==> config.mk <==
export PLATFORM = sky130hd
export DESIGN_NAME = ps2_key_event_fifo
export DESIGN_NICKNAME = d
export VERILOG_FILES = /design/src/rtl/ps2_key_event_fifo.sv
export SDC_FILE = /design/constraint.sdc
export NUM_CORES = 1
export LEC_CHECK = 0
export CORE_MARGIN = 2
export CORE_UTILIZATION = 51
export CTS_CLUSTER_DIAMETER = 40
export DETAILED_ROUTE_END_ITERATION = 10
export PLACE_DENSITY = 0.72
export SYNTH_ARGS = -nofsm -noshare
export SYNTH_HDL_FRONTEND = slang
export SYNTH_SLANG_ARGS = --single-unit
==> constraint.sdc <==
create_clock -name clk -period 3.5 [get_ports clk]
set_input_delay 0.7 -clock clk [delete_from_list [all_inputs] [get_ports clk]]
set_output_delay 0.7 -clock clk [all_outputs]
set_load 0.01 [all_outputs]
==> src/rtl/ps2_key_event_fifo.sv <==
// PS/2 key event builder and buffer.
// Turns the receiver's keycode bytes into single make/break events. The E0
// (extended) and F0 (break) prefixes are folded into each event. The block
// also tracks the shift/ctrl modifier state and queues events in a
// first-word-fall-through FIFO, which the bus controller drains with a
// valid/ready handshake.
module ps2_key_event_fifo #(
    parameter int DEPTH = 8,
    parameter int CNT_W = 4
) (
    input  logic             clk,
    input  logic             rst,
    input  logic [15:0]      keycode,
    input  logic             keycode_valid,
    output logic [9:0]       event_data,
    output logic             event_valid,
    input  logic             event_ready,
    output logic [CNT_W-1:0] fifo_count,
    output logic [3:0]       modifiers,
    output logic             overflow,
    input  logic             overflow_clr
);

    localparam int AW = $clog2(DEPTH);

    typedef enum logic [2:0] {
        CLS_IDLE,   // no new byte this cycle
        CLS_EXT,    // bare E0 prefix
        CLS_BRK,    // F0 break prefix, optionally carrying E0 in the high byte
        CLS_ERR,    // 00/FF receiver error or overrun byte
        CLS_CODE    // real scan code; forms an event
    } byte_cls_e;

    logic            prev_valid;
    logic            ext_pend;
    logic            brk_pend;
    logic [AW-1:0]   wr_ptr;
    logic [AW-1:0]   rd_ptr;
    logic [9:0]      mem [DEPTH];

    logic            stb;
    logic            hi_e0;
    byte_cls_e       cls;
    logic [9:0]      new_event;
    logic            fifo_full;
    logic            do_pop;
    logic            do_push;
    logic            drop;
    logic [3:0]      mods_next;

    // Detect the rising edge of the multi-cycle receiver strobe.
    assign stb   = keycode_valid & ~prev_valid;
    assign hi_e0 = (keycode[15:8] == 8'hE0);

    // Classify the byte that arrived this cycle, in priority order.
    always_comb begin
        // NOTE: assign every always_comb output a default first, so that no path can infer a latch.
        cls = CLS_IDLE;
        if (stb) begin
            if (keycode == 16'hE000)
                cls = CLS_EXT;
            else if (keycode[7:0] == 8'hF0)
                cls = CLS_BRK;
            else if (keycode[7:0] == 8'h00 || keycode[7:0] == 8'hFF)
                cls = CLS_ERR;
            else
                cls = CLS_CODE;
        end
    end

    assign new_event   = {brk_pend, ext_pend | hi_e0, keycode[7:0]};
    assign fifo_full   = (fifo_count == CNT_W'(DEPTH));
    assign event_valid = (fifo_count != '0);
    assign do_pop      = event_valid & event_ready;
    // A pop frees a slot in the same cycle, so a push to a full FIFO still fits.
    assign do_push     = (cls == CLS_CODE) & (~fifo_full | do_pop);
    assign drop        = (cls == CLS_CODE) & fifo_full & ~do_pop;
    assign event_data  = mem[rd_ptr];

    // Work out the modifier state from every formed event, including dropped ones.
    always_comb begin
        mods_next = modifiers;
        if (cls == CLS_CODE) begin
            case ({new_event[8], new_event[7:0]})
                {1'b0, 8'h12}: mods_next[0] = ~new_event[9];
                {1'b0, 8'h59}: mods_next[1] = ~new_event[9];
                {1'b0, 8'h14}: mods_next[2] = ~new_event[9];
                {1'b1, 8'h14}: mods_next[3] = ~new_event[9];
                default:       mods_next = modifiers;
            endcase
        end
    end

    // Control state: the prefix flags, the pointers, the count, the modifiers and sticky overflow.
    always_ff @(posedge clk) begin
        // NOTE: sequential state uses non-blocking assignments, so every flop samples values from before the edge.
        if (rst) begin
            prev_valid <= 1'b1;     // ignore a strobe that is already high when reset deasserts
            ext_pend   <= 1'b0;
            brk_pend   <= 1'b0;
            wr_ptr     <= '0;
            rd_ptr     <= '0;
            fifo_count <= '0;
            modifiers  <= '0;
            overflow   <= 1'b0;
        end else begin
            prev_valid <= keycode_valid;
            modifiers  <= mods_next;

            case (cls)
                CLS_EXT:  ext_pend <= 1'b1;
                CLS_BRK: begin
                    brk_pend <= 1'b1;
                    ext_pend <= ext_pend | hi_e0;
                end
                CLS_ERR, CLS_CODE: begin
                    ext_pend <= 1'b0;
                    brk_pend <= 1'b0;
                end
                default: ;
            endcase

            if (do_push)
                wr_ptr <= wr_ptr + AW'(1);
            if (do_pop)
                rd_ptr <= rd_ptr + AW'(1);

            if (do_push && !do_pop)
                fifo_count <= fifo_count + CNT_W'(1);
            else if (do_pop && !do_push)
                fifo_count <= fifo_count - CNT_W'(1);

            // A new drop takes priority over a clear in the same cycle.
            if (drop)
                overflow <= 1'b1;
            else if (overflow_clr)
                overflow <= 1'b0;
        end
    end

    // Event storage; cleared on reset so that event_data reads zero afterwards.
    always_ff @(posedge clk) begin
        // NOTE: the storage is reset here only because event_data must read 0 out of reset; a FIFO RAM normally needs no reset.
        if (rst) begin
            for (int i = 0; i < DEPTH; i++)
                mem[i] <= '0;
        end else if (do_push) begin
            mem[wr_ptr] <= new_event;
        end
    end

endmodule

==> results.tsv, run 1 <==
stage	metric	value	unit
placement	pre-CTS setup slack	-0.005709	ns
power	Switch Pwr	739.9	uW
logic_synthesis	ys flop type	edfxtp_1	
logic_synthesis	Synth top cells by count	nor2_1, edfxtp_1, nand2_1	
clock_tree	Max clock buf depth	2	
logic_synthesis	count of cell types in the netlist	46	
setup_path	CP Cell Sequence	clkdlybuf4s50_1 > nor4_4 > a21boi_2 > o21a_4 > ha_1 > inv_1 > ha_1 > a21o_1 > a21oi_1 > mux2i_1 > mux2_2	
routing	wire length per cell	19.29	um
timing	Slew headroom	58.76	%
setup_path	R2R Path End	fifo_count[3]	
clock_tree	Hold-fix buffers, CTS	0	
routing	Detailed Route WL	10300	um
power	Seq pwr share	50.2	%
logic_synthesis	post-synth top area share	50.57	%
timing	RSZ-0062 raised after global routing	false	
setup_path	critical path class	in2reg	
placement	final HPWL from detailed placement	6970	um
clock_tree	Clock Latency Late Sink	0.36	ns
clock_tree	CTS tree	done	
logic_synthesis	EDFF count, synth	80	
global_route	GRT Total Usage	21.49	%
floorplan	core area	9153	um^2
clock_tree	CTS clock-pin slew for the worst setup and hold paths	0.09	ns
placement	I/O Buffers	40	
global_route	initial antenna violation count	0	
setup_path	Worst EP required	3.75	ns
timing	Slew Limit Fails	0	
power	P per Cell Area	501.2	nW/um^2
floorplan	# IOs	41	
setup_path	startpoint types	input pin	
logic_synthesis	most numerous cell in the Yosys netlist	nor2_1	
power	clock network power share	25.9	%
setup_path	Arr. time, crit path	3.37	ns
timing	Final Cycle Share	88.93	%
cells_and_area	filler cell count in the final layout	734	
setup_path	reg2reg path depth	9	
worst_hold_path	Hold Path Origin	modifiers[1]	
timing	Worst-Margin Slew	0.6178	ns
clock_tree	cts repair resizes	0	
setup_path	capturing element type of the critical path	flop	
worst_hold_path	Hold Path Class	reg2reg	
logic_synthesis	Post-Synthesis Cells	360	
timing	# setup viols final	0	
placement	GP Congestion	0.8891	
global_route	total gr overflow	0	
logic_synthesis	flops & latches, synth	101	
power	switching fraction of total power	26.60	%
setup_path	Slowest-stage cell, CP	clkdlybuf4s50_1	
setup_path	CP max FO	7	
floorplan	# rows	35	
global_route	largest net degree at the start of global routing	24	
floorplan	Die Wd	100.5	um
cells_and_area	Antenna Cells	0	
logic_synthesis	Seq/Total Area, Yosys	59.42	%
timing	clk_skew	0.007953	ns
power	Pint	2.042	mW
power	Leak	1.922	nW
floorplan	Die Y	100.5	um
timing	minimum clock period	3.113	ns
outcome	run status	finished, final reports clean	
floorplan	die area	10100	um^2
clock_tree	CTS Sinks	101	
clock_tree	setup bufs post-CTS	0	
cells_and_area	Area growth, synth to finish	16.80	%
logic_synthesis	top cells by area, synth	edfxtp_1, mux4_2, dfxtp_1	
logic_synthesis	fraction of registers with async set/reset	0	%
logic_synthesis	Syn Nets	387	
worst_hold_path	Hold EP	modifiers[1]	
setup_path	delay-heaviest family, CP	compound AO/OA/AOI/OAI gates	
setup_path	Top cell by count, worst path	ha_1	
timing	Max Freq	321.3	MHz
global_route	vias in the first global route	3103	
logic_synthesis	Yosys top cell by area	edfxtp_1	
setup_path	critical path's largest stage delay	0.55	ns
clock_tree	CTS Buf Count	9	
job	MaxCap Viol Count	0	
worst_hold_path	hold path depth	2	
timing	Final TNS setup	0	ns
logic_synthesis	mapped cell area	4751	um^2
clock_tree	H-tree levels	3	
timing	Final Hold Vio Count	0	
logic_synthesis	Avg Cell Area, Syn	13.20	um^2
setup_path	Reg2Reg Setup Slack	0.76	ns
global_route	first-pass GRT wire length	15970	um
clock_tree	clock root buffer master	clkbuf_8	
setup_path	Buf/Inv on CP	2	
routing	Initial DRC Count	258	
power	VDD IR max	358.3	uV
routing	DRC errors left	0	
routing	Vias	3118	
routing	Vias/cell	5.839	
logic_synthesis	yosys synthesis warning count	0	
timing	final worst setup slack	0.3873	ns
timing	hold_ws	0.4818	ns
cells_and_area	share of layout cells above drive strength 1	21.75	%
setup_path	origin of the critical flop-to-flop path	fifo_count[0]	
floorplan	Starting Density	51.91	%
power	combinational share of power	23.9	%
routing	post-route ant nets	0	
cells_and_area	Nets	445	
routing	Initial DRT Pass Iterations	5	
metrics by stage:
step	instance area (um^2)	util [%]	power, mW	instances
detailed placement	5360	58.56	2.093	518
global route	5549	60.63	2.897	534
CTS	5549	60.63	2.793	534
global placement	5360	58.56	2.078	518
floorplan	4751	-	1.836	360
finish	5549	60.63	2.781	534
worst max-delay path by stage:
stage / start / end / depth (start not counted) / slack (ns)
global placement: keycode[2] / fifo_count[3] / 11 / 0.13
detailed placement: keycode[2] / fifo_count[3] / 11 / -0.006
finish: keycode[2] / fifo_count[3] / 11 / 0.39
CTS: flop / event_data[6] / 4 / 0.35
floorplan: keycode[1] / fifo_count[3] / 12 / 0.27
global route: keycode[2] / fifo_count[3] / 11 / 0.23
power by group through the flow:
stage                     registers (mW)  clock network, mW  logic [mW]
after floorplan                     1.42                  0       0.416
after global placement              1.42                  0       0.656
after detailed placement            1.43                  0       0.668
after CTS                           1.40              0.724       0.671
after global routing                1.41              0.767       0.723
final                               1.40              0.720       0.664
flip-flops by register name, summed over array words and instances (netlist names), named ones only:
signal and cells:
brk_pend 1, ext_pend 1, fifo_count 4, mem 80
modifiers 4, overflow 1, prev_valid 1, rd_ptr 3
wr_ptr 3
final cells by class:
cell class	instances	area, um^2	area share [%]
clock inverters	6	61.31	1.105
flip-flops and latches	101	2823	50.87
repair buffers	66	595.6	10.73
well taps	111	138.9	2.503
clock buffers	10	127.6	2.300
multi-input cells	237	1792	32.29
inverters	3	11.26	0.2029
routing by layer:
metal	vias to the layer above	routed length, um	GRT usage (%)
met5	-	0	0
met4	0	104	4.110
met3	13	721	6.311
met2	114	5310	37.84
met1	1531	4165	26.60
li1	1460	-	-
cells in the final DEF (no fill, tap or decap), types with 4 or more instances in the layout:
cell type	count
nand2b_1	6
a21oi_1	8
mux4_2	20
clkdlybuf4s50_1	40
clkbuf_8	9
nor2_1	90
nor2b_1	4
ha_1	5
o211ai_2	4
edfxtp_1	80
mux2_2	13
nand4_1	4
dfxtp_1	21
nand2_1	22
mux2i_1	6
and4_1	8
buf_4	26
a31o_2	7
logic make-up after synthesis:
group           count (synthesis)  share of synthesized area [%]
flops                         101                          59.42
compound gates                 33                          5.610
xor+xnor                        4                         0.7376
simple gates                  155                          15.80
fa+ha+maj                       6                          1.738
mux                            39                          13.83
buf+inv                        22                          2.870
tightest hold or removal path, cell delays in order, from the launching register on:
cell and delay [ns]:
dfxtp_1 0.32, nand2b_1 0.06, mux2i_1 0.06
Note: power is estimated with default switching activity, not from simulation.
==> run 2: changes to the inputs <==
--- a/config.mk
+++ b/config.mk
@@ -6,10 +6,11 @@
 export NUM_CORES = 1
 export LEC_CHECK = 0
 export CORE_MARGIN = 2
-export CORE_UTILIZATION = 51
+export CORE_UTILIZATION = 58
 export CTS_CLUSTER_DIAMETER = 40
 export DETAILED_ROUTE_END_ITERATION = 10
-export PLACE_DENSITY = 0.72
+export PLACE_DENSITY = 0.8
+export SKIP_CTS_REPAIR_TIMING = 1
 export SYNTH_ARGS = -nofsm -noshare
 export SYNTH_HDL_FRONTEND = slang
 export SYNTH_SLANG_ARGS = --single-unit
==> results.tsv, run 2 (synthesis results as in run 1) <==
stage	metric	value	unit	change
outcome	run status	finished, final reports clean		unchanged
timing	Slew Limit Fails	0		unchanged
worst_hold_path	Hold Path Class	reg2reg		unchanged
job	MaxCap Viol Count	0		unchanged
placement	GP Congestion	0.9104		was 0.8891
cells_and_area	Finished Cell Area	5534	um^2	was 5549 um^2
timing	clk_skew	0.01076	ns	was 0.007953 ns
timing	Max Freq	316.6	MHz	was 321.3 MHz
setup_path	delay-heaviest family, CP	compound AO/OA/AOI/OAI gates		unchanged
clock_tree	CTS Buf Count	9		unchanged
setup_path	Buf/Inv on CP	2		unchanged
worst_hold_path	Hold Path Origin	overflow		was modifiers[1]
worst_hold_path	Hold EP	overflow		was modifiers[1]
power	P per Cell Area	504.3	nW/um^2	was 501.2 nW/um^2
clock_tree	CTS Sinks	101		unchanged
cells_and_area	Finished Core Util	68.38	%	was 60.63%
floorplan	Die Y	94.51	um	was 100.5 um
floorplan	die area	8931	um^2	was 10100 um^2
setup_path	Top cell by count, worst path	ha_1		unchanged
setup_path	startpoint types	input pin		unchanged
cells_and_area	most common library cell in the layout ignoring fill and taps	nor2_1		unchanged
timing	Final Cycle Share	90.23	%	was 88.93%
cells_and_area	Nets	444		was 445
setup_path	R2R Path End	fifo_count[3]		unchanged
routing	Vias	3155		was 3118
power	Leak	1.913	nW	was 1.922 nW
global_route	first-pass GRT wire length	16550	um	was 15970 um
global_route	largest net degree at the start of global routing	22		was 24
timing	Slew headroom	52.64	%	was 58.76%
timing	Final Hold Vio Count	0		unchanged
cells_and_area	filler cell count in the final layout	607		was 734
placement	dpl cell area	5345	um^2	was 5360 um^2
timing	minimum clock period	3.158	ns	was 3.113 ns
setup_path	reg2reg path depth	9		unchanged
cells_and_area	register area	2823	um^2	unchanged
clock_tree	H-tree levels	3		unchanged
setup_path	critical path class	in2reg		unchanged
clock_tree	Clock Latency Late Sink	0.36	ns	about the same
setup_path	origin of the critical flop-to-flop path	fifo_count[0]		unchanged
floorplan	Starting Density	58.70	%	was 51.91%
timing	Worst-Margin Slew	0.7005	ns	was 0.6178 ns
routing	DRC errors left	0		unchanged
placement	I/O Buffers	40		unchanged
global_route	total gr overflow	0		unchanged
setup_path	Worst EP required	3.75	ns	about the same
setup_path	capturing element type of the critical path	flop		unchanged
worst_hold_path	hold path depth	2		unchanged
setup_path	Reg2Reg Setup Slack	0.75	ns	was 0.76 ns
setup_path	Arr. time, crit path	3.41	ns	was 3.37 ns
clock_tree	Max clock buf depth	2		unchanged
setup_path	Slowest-stage cell, CP	clkdlybuf4s50_1		unchanged
routing	Initial DRT Pass Iterations	6		was 5
timing	hold_ws	0.4839	ns	was 0.4818 ns
cells_and_area	Multi-input gate area	1792	um^2	unchanged
timing	# setup viols final	0		unchanged
routing	Initial DRC Count	295		was 258
cells_and_area	Regs by FF count	mem: 80 flops, fifo_count: 4 flops, modifiers: 4 flops		unchanged
routing	Detailed Route WL	10620	um	was 10300 um
clock_tree	clock root buffer master	clkbuf_8		unchanged
floorplan	# rows	33		was 35
global_route	GRT Total Usage	25.52	%	was 21.49%
routing	wire length per cell	20.14	um	was 19.29 um
placement	final HPWL from detailed placement	7205	um	was 6970 um
floorplan	# IOs	41		unchanged
setup_path	CP Cell Sequence	clkdlybuf4s50_1 > nor4_4 > a21boi_2 > o21a_4 > ha_1 > inv_1 > ha_1 > a21o_1 > a21oi_1 > mux2i_1 > mux2_2		unchanged
cells_and_area	Largest register FFs	80		unchanged
setup_path	CP max FO	6		was 7
clock_tree	CTS clock-pin slew for the worst setup and hold paths	0.09	ns	about the same
floorplan	Die Wd	94.51	um	was 100.5 um
setup_path	critical path's largest stage delay	0.54	ns	was 0.55 ns
global_route	initial antenna violation count	0		unchanged
cells_and_area	share of layout cells above drive strength 1	21.56	%	was 21.75%
cells_and_area	Reg with most FFs	mem		unchanged
power	VDD IR max	373.3	uV	was 358.3 uV
floorplan	core area	8093	um^2	was 9153 um^2
cells_and_area	most frequent cells in the layout	nor2_1, edfxtp_1, clkdlybuf4s50_1		unchanged
clock_tree	CTS tree	done		unchanged
global_route	vias in the first global route	3180		was 3103
timing	RSZ-0062 raised after global routing	false		unchanged
cells_and_area	Area growth, synth to finish	16.49	%	was 16.80%
timing	Final TNS setup	0	ns	unchanged
cells_and_area	Antenna Cells	0		unchanged
routing	post-route ant nets	0		unchanged
routing	Vias/cell	5.987		was 5.839
==> run 2: how the worst max path moves through the flow <==
stage          startpoint            end  slack [ns]  cells after the start
6_report       keycode[1]  fifo_count[3]        0.34                     11
5_1_grt        keycode[1]  fifo_count[3]        0.26                     11
4_1_cts              flop  event_data[4]        0.36                      4
3_5_place_dp   keycode[1]  fifo_count[3]      -0.002                     11
3_3_place_gp   keycode[1]  fifo_count[3]        0.10                     11
2_1_floorplan  keycode[1]  fifo_count[3]        0.27                     12
==> run 2: where the power goes <==
| part | switching (mW) | leakage (nW) | internal [mW] |
|---|---|---|---|
| registers | 0.0423 | 0.998 | 1.36 |
| clock network | 0.392 | 0.0943 | 0.334 |
| logic | 0.312 | 0.820 | 0.355 |
| total | 0.747 | 1.91 | 2.04 |
==> run 2: metrics by stage <==
step,total power [mW],instances,setup slack (ns)
CTS,2.797,527,0.3571
detailed placement,2.096,511,-0.002018
floorplan,1.836,360,0.2737
global placement,2.074,511,0.1045
finish,2.791,527,0.3418
global route,2.893,527,0.2604
==> run 2: final cells by class <==
type                       instances  share of cell area (%)
multi-input combinational        237                   32.38
tap                              105                   2.374
clock inverter                     5                   1.040
timing repair buffer              65                   10.63
clock buffer                      11                   2.374
sequential                       101                   51.01
inverter                           3                  0.2035
==> run 2: metal layers <==
| metal | vias up | part of all wire (%) | global-route usage, % |
|---|---|---|---|
| met5 | - | 0 | 0 |
| met4 | 0 | 0.75 | 6.884 |
| met3 | 12 | 8.0 | 4.948 |
| met2 | 149 | 51 | 44.82 |
| met1 | 1538 | 40 | 32.58 |
| li1 | 1456 | - | - |
==> run 2: worst register-to-register path, cell delays in order (launching register included) <==
cell     delay [ns]
dfxtp_1        0.39
or4_1          0.61
nand2_1        0.18
ha_1           0.19
inv_1          0.06
ha_1           0.27
a21o_1         0.19
a21oi_1        0.21
mux2i_1        0.22
mux2_2         0.34
==> run 3: changes to the inputs <==
--- a/config.mk
+++ b/config.mk
@@ -6,10 +6,10 @@
 export NUM_CORES = 1
 export LEC_CHECK = 0
 export CORE_MARGIN = 2
-export CORE_UTILIZATION = 58
+export CORE_UTILIZATION = 52
 export CTS_CLUSTER_DIAMETER = 40
 export DETAILED_ROUTE_END_ITERATION = 10
-export PLACE_DENSITY = 0.8
+export PLACE_DENSITY = 0.76
 export SKIP_CTS_REPAIR_TIMING = 1
 export SYNTH_ARGS = -nofsm -noshare
 export SYNTH_HDL_FRONTEND = slang
==> constraint.sdc (replaced) <==
create_clock -name clk -period 2.7 [get_ports clk]
set_input_delay 0.54 -clock clk [delete_from_list [all_inputs] [get_ports clk]]
set_output_delay 0.54 -clock clk [all_outputs]
set_load 0.01 [all_outputs]
==> results.tsv, run 3 (synthesis results as in run 1) <==
stage	metric	value	unit	change
clock_tree	CTS Sinks	101		unchanged
floorplan	Die Y	99.59	um	was 94.51 um
global_route	vias in the first global route	3518		was 3180
cells_and_area	most frequent cells in the layout	nor2_1, edfxtp_1, buf_4		was nor2_1, edfxtp_1, clkdlybuf4s50_1
global_route	initial antenna violation count	0		unchanged
placement	post-placement cell count	528		was 511
worst_hold_path	Hold Path Origin	overflow		unchanged
cells_and_area	Antenna Cells	0		unchanged
timing	minimum clock period	2.580	ns	
power	Pint	2.683	mW	was 2.044 mW
power	P per Cell Area	635.9	nW/um^2	was 504.3 nW/um^2
placement	GP Congestion	0.8565		was 0.9104
routing	Initial DRT Pass Iterations	5		was 6
routing	post-route ant nets	0		unchanged
setup_path	Slowest-stage cell, CP	mux4_2		was clkdlybuf4s50_1
timing	Worst-Margin Slew	1.072	ns	was 0.7005 ns
setup_path	reg2reg path depth	10		was 9
clock_tree	Clock Latency Late Sink	0.37	ns	was 0.36 ns
routing	Vias	3297		was 3155
cells_and_area	most common library cell in the layout ignoring fill and taps	nor2_1		unchanged
setup_path	capturing element type of the critical path	primary output		was flop
clock_tree	clock root buffer master	clkbuf_8		unchanged
worst_hold_path	hold path depth	2		unchanged
cells_and_area	Nets	460		was 444
timing	RSZ-0062 raised after global routing	false		unchanged
clock_tree	Max clock buf depth	2		unchanged
global_route	total gr overflow	0		unchanged
timing	Slew headroom	28.26	%	was 52.64%
worst_hold_path	Hold Path Class	reg2reg		unchanged
timing	Final Hold Vio Count	0		unchanged
timing	clk_skew	0.01408	ns	was 0.01076 ns
cells_and_area	Largest register FFs	80		unchanged
power	Switch Pwr	1.037	mW	was 746.6 uW
cells_and_area	Cell Count, Final, Fillers Out	546		was 527
placement	pre-CTS setup slack	-0.4342	ns	was -0.002018 ns
setup_path	Arr. time, crit path	2.04	ns	was 3.41 ns
floorplan	die area	9917	um^2	was 8931 um^2
power	Seq pwr share	48.8	%	was 50.1%
setup_path	CP Depth	5		was 11
cells_and_area	share of layout cells above drive strength 1	25.80	%	was 21.56%
timing	Max Freq	387.6	MHz	
cells_and_area	Regs by FF count	mem: 80 flops, fifo_count: 4 flops, modifiers: 4 flops		unchanged
floorplan	core area	8806	um^2	was 8093 um^2
clock_tree	H-tree levels	3		unchanged
global_route	largest net degree at the start of global routing	25		was 22
cells_and_area	Finished Cell Area	5851	um^2	was 5534 um^2
floorplan	Die Wd	99.59	um	was 94.51 um
placement	final HPWL from detailed placement	7653	um	was 7205 um
power	combinational share of power	26.8	%	was 23.9%
timing	final worst setup slack	0.1201	ns	was 0.3418 ns
job	MaxCap Viol Count	0		unchanged
setup_path	critical path class	reg2out		was in2reg
setup_path	Worst EP required	2.16	ns	was 3.75 ns
setup_path	Buf/Inv on CP	3		was 2
floorplan	Starting Density	53.95	%	was 58.70%
global_route	GRT Total Usage	24.06	%	was 25.52%
setup_path	delay-heaviest family, CP	multiplexers		was compound AO/OA/AOI/OAI gates
global_route	first-pass GRT wire length	17960	um	was 16550 um
timing	Final Cycle Share	95.55	%	
placement	dpl cell area	5585	um^2	was 5345 um^2
timing	Final TNS setup	0	ns	unchanged
clock_tree	CTS clock-pin slew for the worst setup and hold paths	0.10	ns	was 0.09 ns
setup_path	startpoint types	flop		was input pin
setup_path	origin of the critical flop-to-flop path	fifo_count[2]		was fifo_count[0]
routing	Initial DRC Count	207		was 295
cells_and_area	Reg with most FFs	mem		unchanged
setup_path	critical path's largest stage delay	0.52	ns	was 0.54 ns
outcome	run status	finished, final reports clean		unchanged
routing	DRC errors left	0		unchanged
power	Leak	2.244	nW	was 1.913 nW
routing	wire length per cell	20.75	um	was 20.14 um
cells_and_area	Area growth, synth to finish	23.15	%	was 16.49%
routing	Detailed Route WL	11330	um	was 10620 um
routing	Vias/cell	6.038		was 5.987
floorplan	# rows	34		was 33
setup_path	CP max FO	10		was 6
placement	I/O Buffers	40		unchanged
power	VDD IR max	606.4	uV	was 373.3 uV
power	clock network power share	24.4	%	was 26.0%
clock_tree	CTS tree	done		unchanged
timing	Slew Limit Fails	0		unchanged
power	switching fraction of total power	27.88	%	was 26.75%
floorplan	# IOs	41		unchanged
clock_tree	CTS Buf Count	9		unchanged
cells_and_area	filler cell count in the final layout	632		was 607
timing	# setup viols final	0		unchanged
setup_path	CP Cell Sequence	buf_4 > buf_12 > mux4_2 > mux2_2 > dlymetal6s2s_1		was clkdlybuf4s50_1 > nor4_4 > a21boi_2 > o21a_4 > ha_1 > inv_1 > ha_1 > a21o_1 > a21oi_1 > mux2i_1 > mux2_2
-- run 3: cell types whose count changed in the layout (fill, tap and decap cells not counted), moves of 2 or more --
cell and delta:
ha_4 +2, dlymetal6s2s_1 +18, ha_1 -2, clkdlybuf4s50_1 -18, buf_12 +7, buf_4 +8
-- run 3: layout make-up --
| cell class | instances | area (um^2) | area share, % |
|---|---|---|---|
| Sequential cell | 101 | 2826 | 48.31 |
| Inverter | 3 | 13.76 | 0.2352 |
| Multi-Input combinational cell | 237 | 1833 | 31.33 |
| Clock buffer | 11 | 141.4 | 2.417 |
| Timing Repair Buffer | 81 | 858.3 | 14.67 |
| Clock inverter | 5 | 42.54 | 0.7271 |
| Tap cell | 108 | 135.1 | 2.310 |
-- run 3: final timing paths --
check        slack (ns)             to
min reg2reg        0.48       overflow
max                0.12  event_data[0]
max reg2reg        0.13  fifo_count[3]
min                0.48       overflow
-- run 3: power by group through the flow --
stage               Combinational (mW)  Clock [mW]  Sequential (mW)
global placement                 0.963           0             1.84
global route                      1.08       0.981             1.82
detailed placement               0.989           0             1.84
floorplan                        0.559           0             1.84
finish                           0.997       0.909             1.81
CTS                              0.993       0.919             1.81
-- run 3: worst register-to-register path: stages, from the launching register on --
cell,delay [ns]
dfxtp_1,0.37
or3_1,0.44
o31a_1,0.29
o21a_4,0.14
ha_4,0.16
inv_4,0.06
ha_4,0.18
a21o_1,0.16
a21oi_2,0.12
mux2i_1,0.20
mux2_2,0.34
-- run 3: metrics by stage --
stage	hold WS [ns]	util [%]	total power, mW
4_1_cts	0.4876	65.52	3.721
5_1_grt	0.5055	66.44	3.884
3_5_place_dp	0.4649	63.43	2.833
2_1_floorplan	0.4541	-	2.402
3_3_place_gp	0.4682	63.43	2.801
6_report	0.4845	66.44	3.720
-- run 3: metal layers --
| layer | global-route usage, % | share of wire (%) |
|---|---|---|
| met4 | 10.85 | 2.5 |
| met3 | 3.935 | 6.5 |
| met5 | 0 | 0 |
| met1 | 29.41 | 39 |
| met2 | 42.05 | 52 |
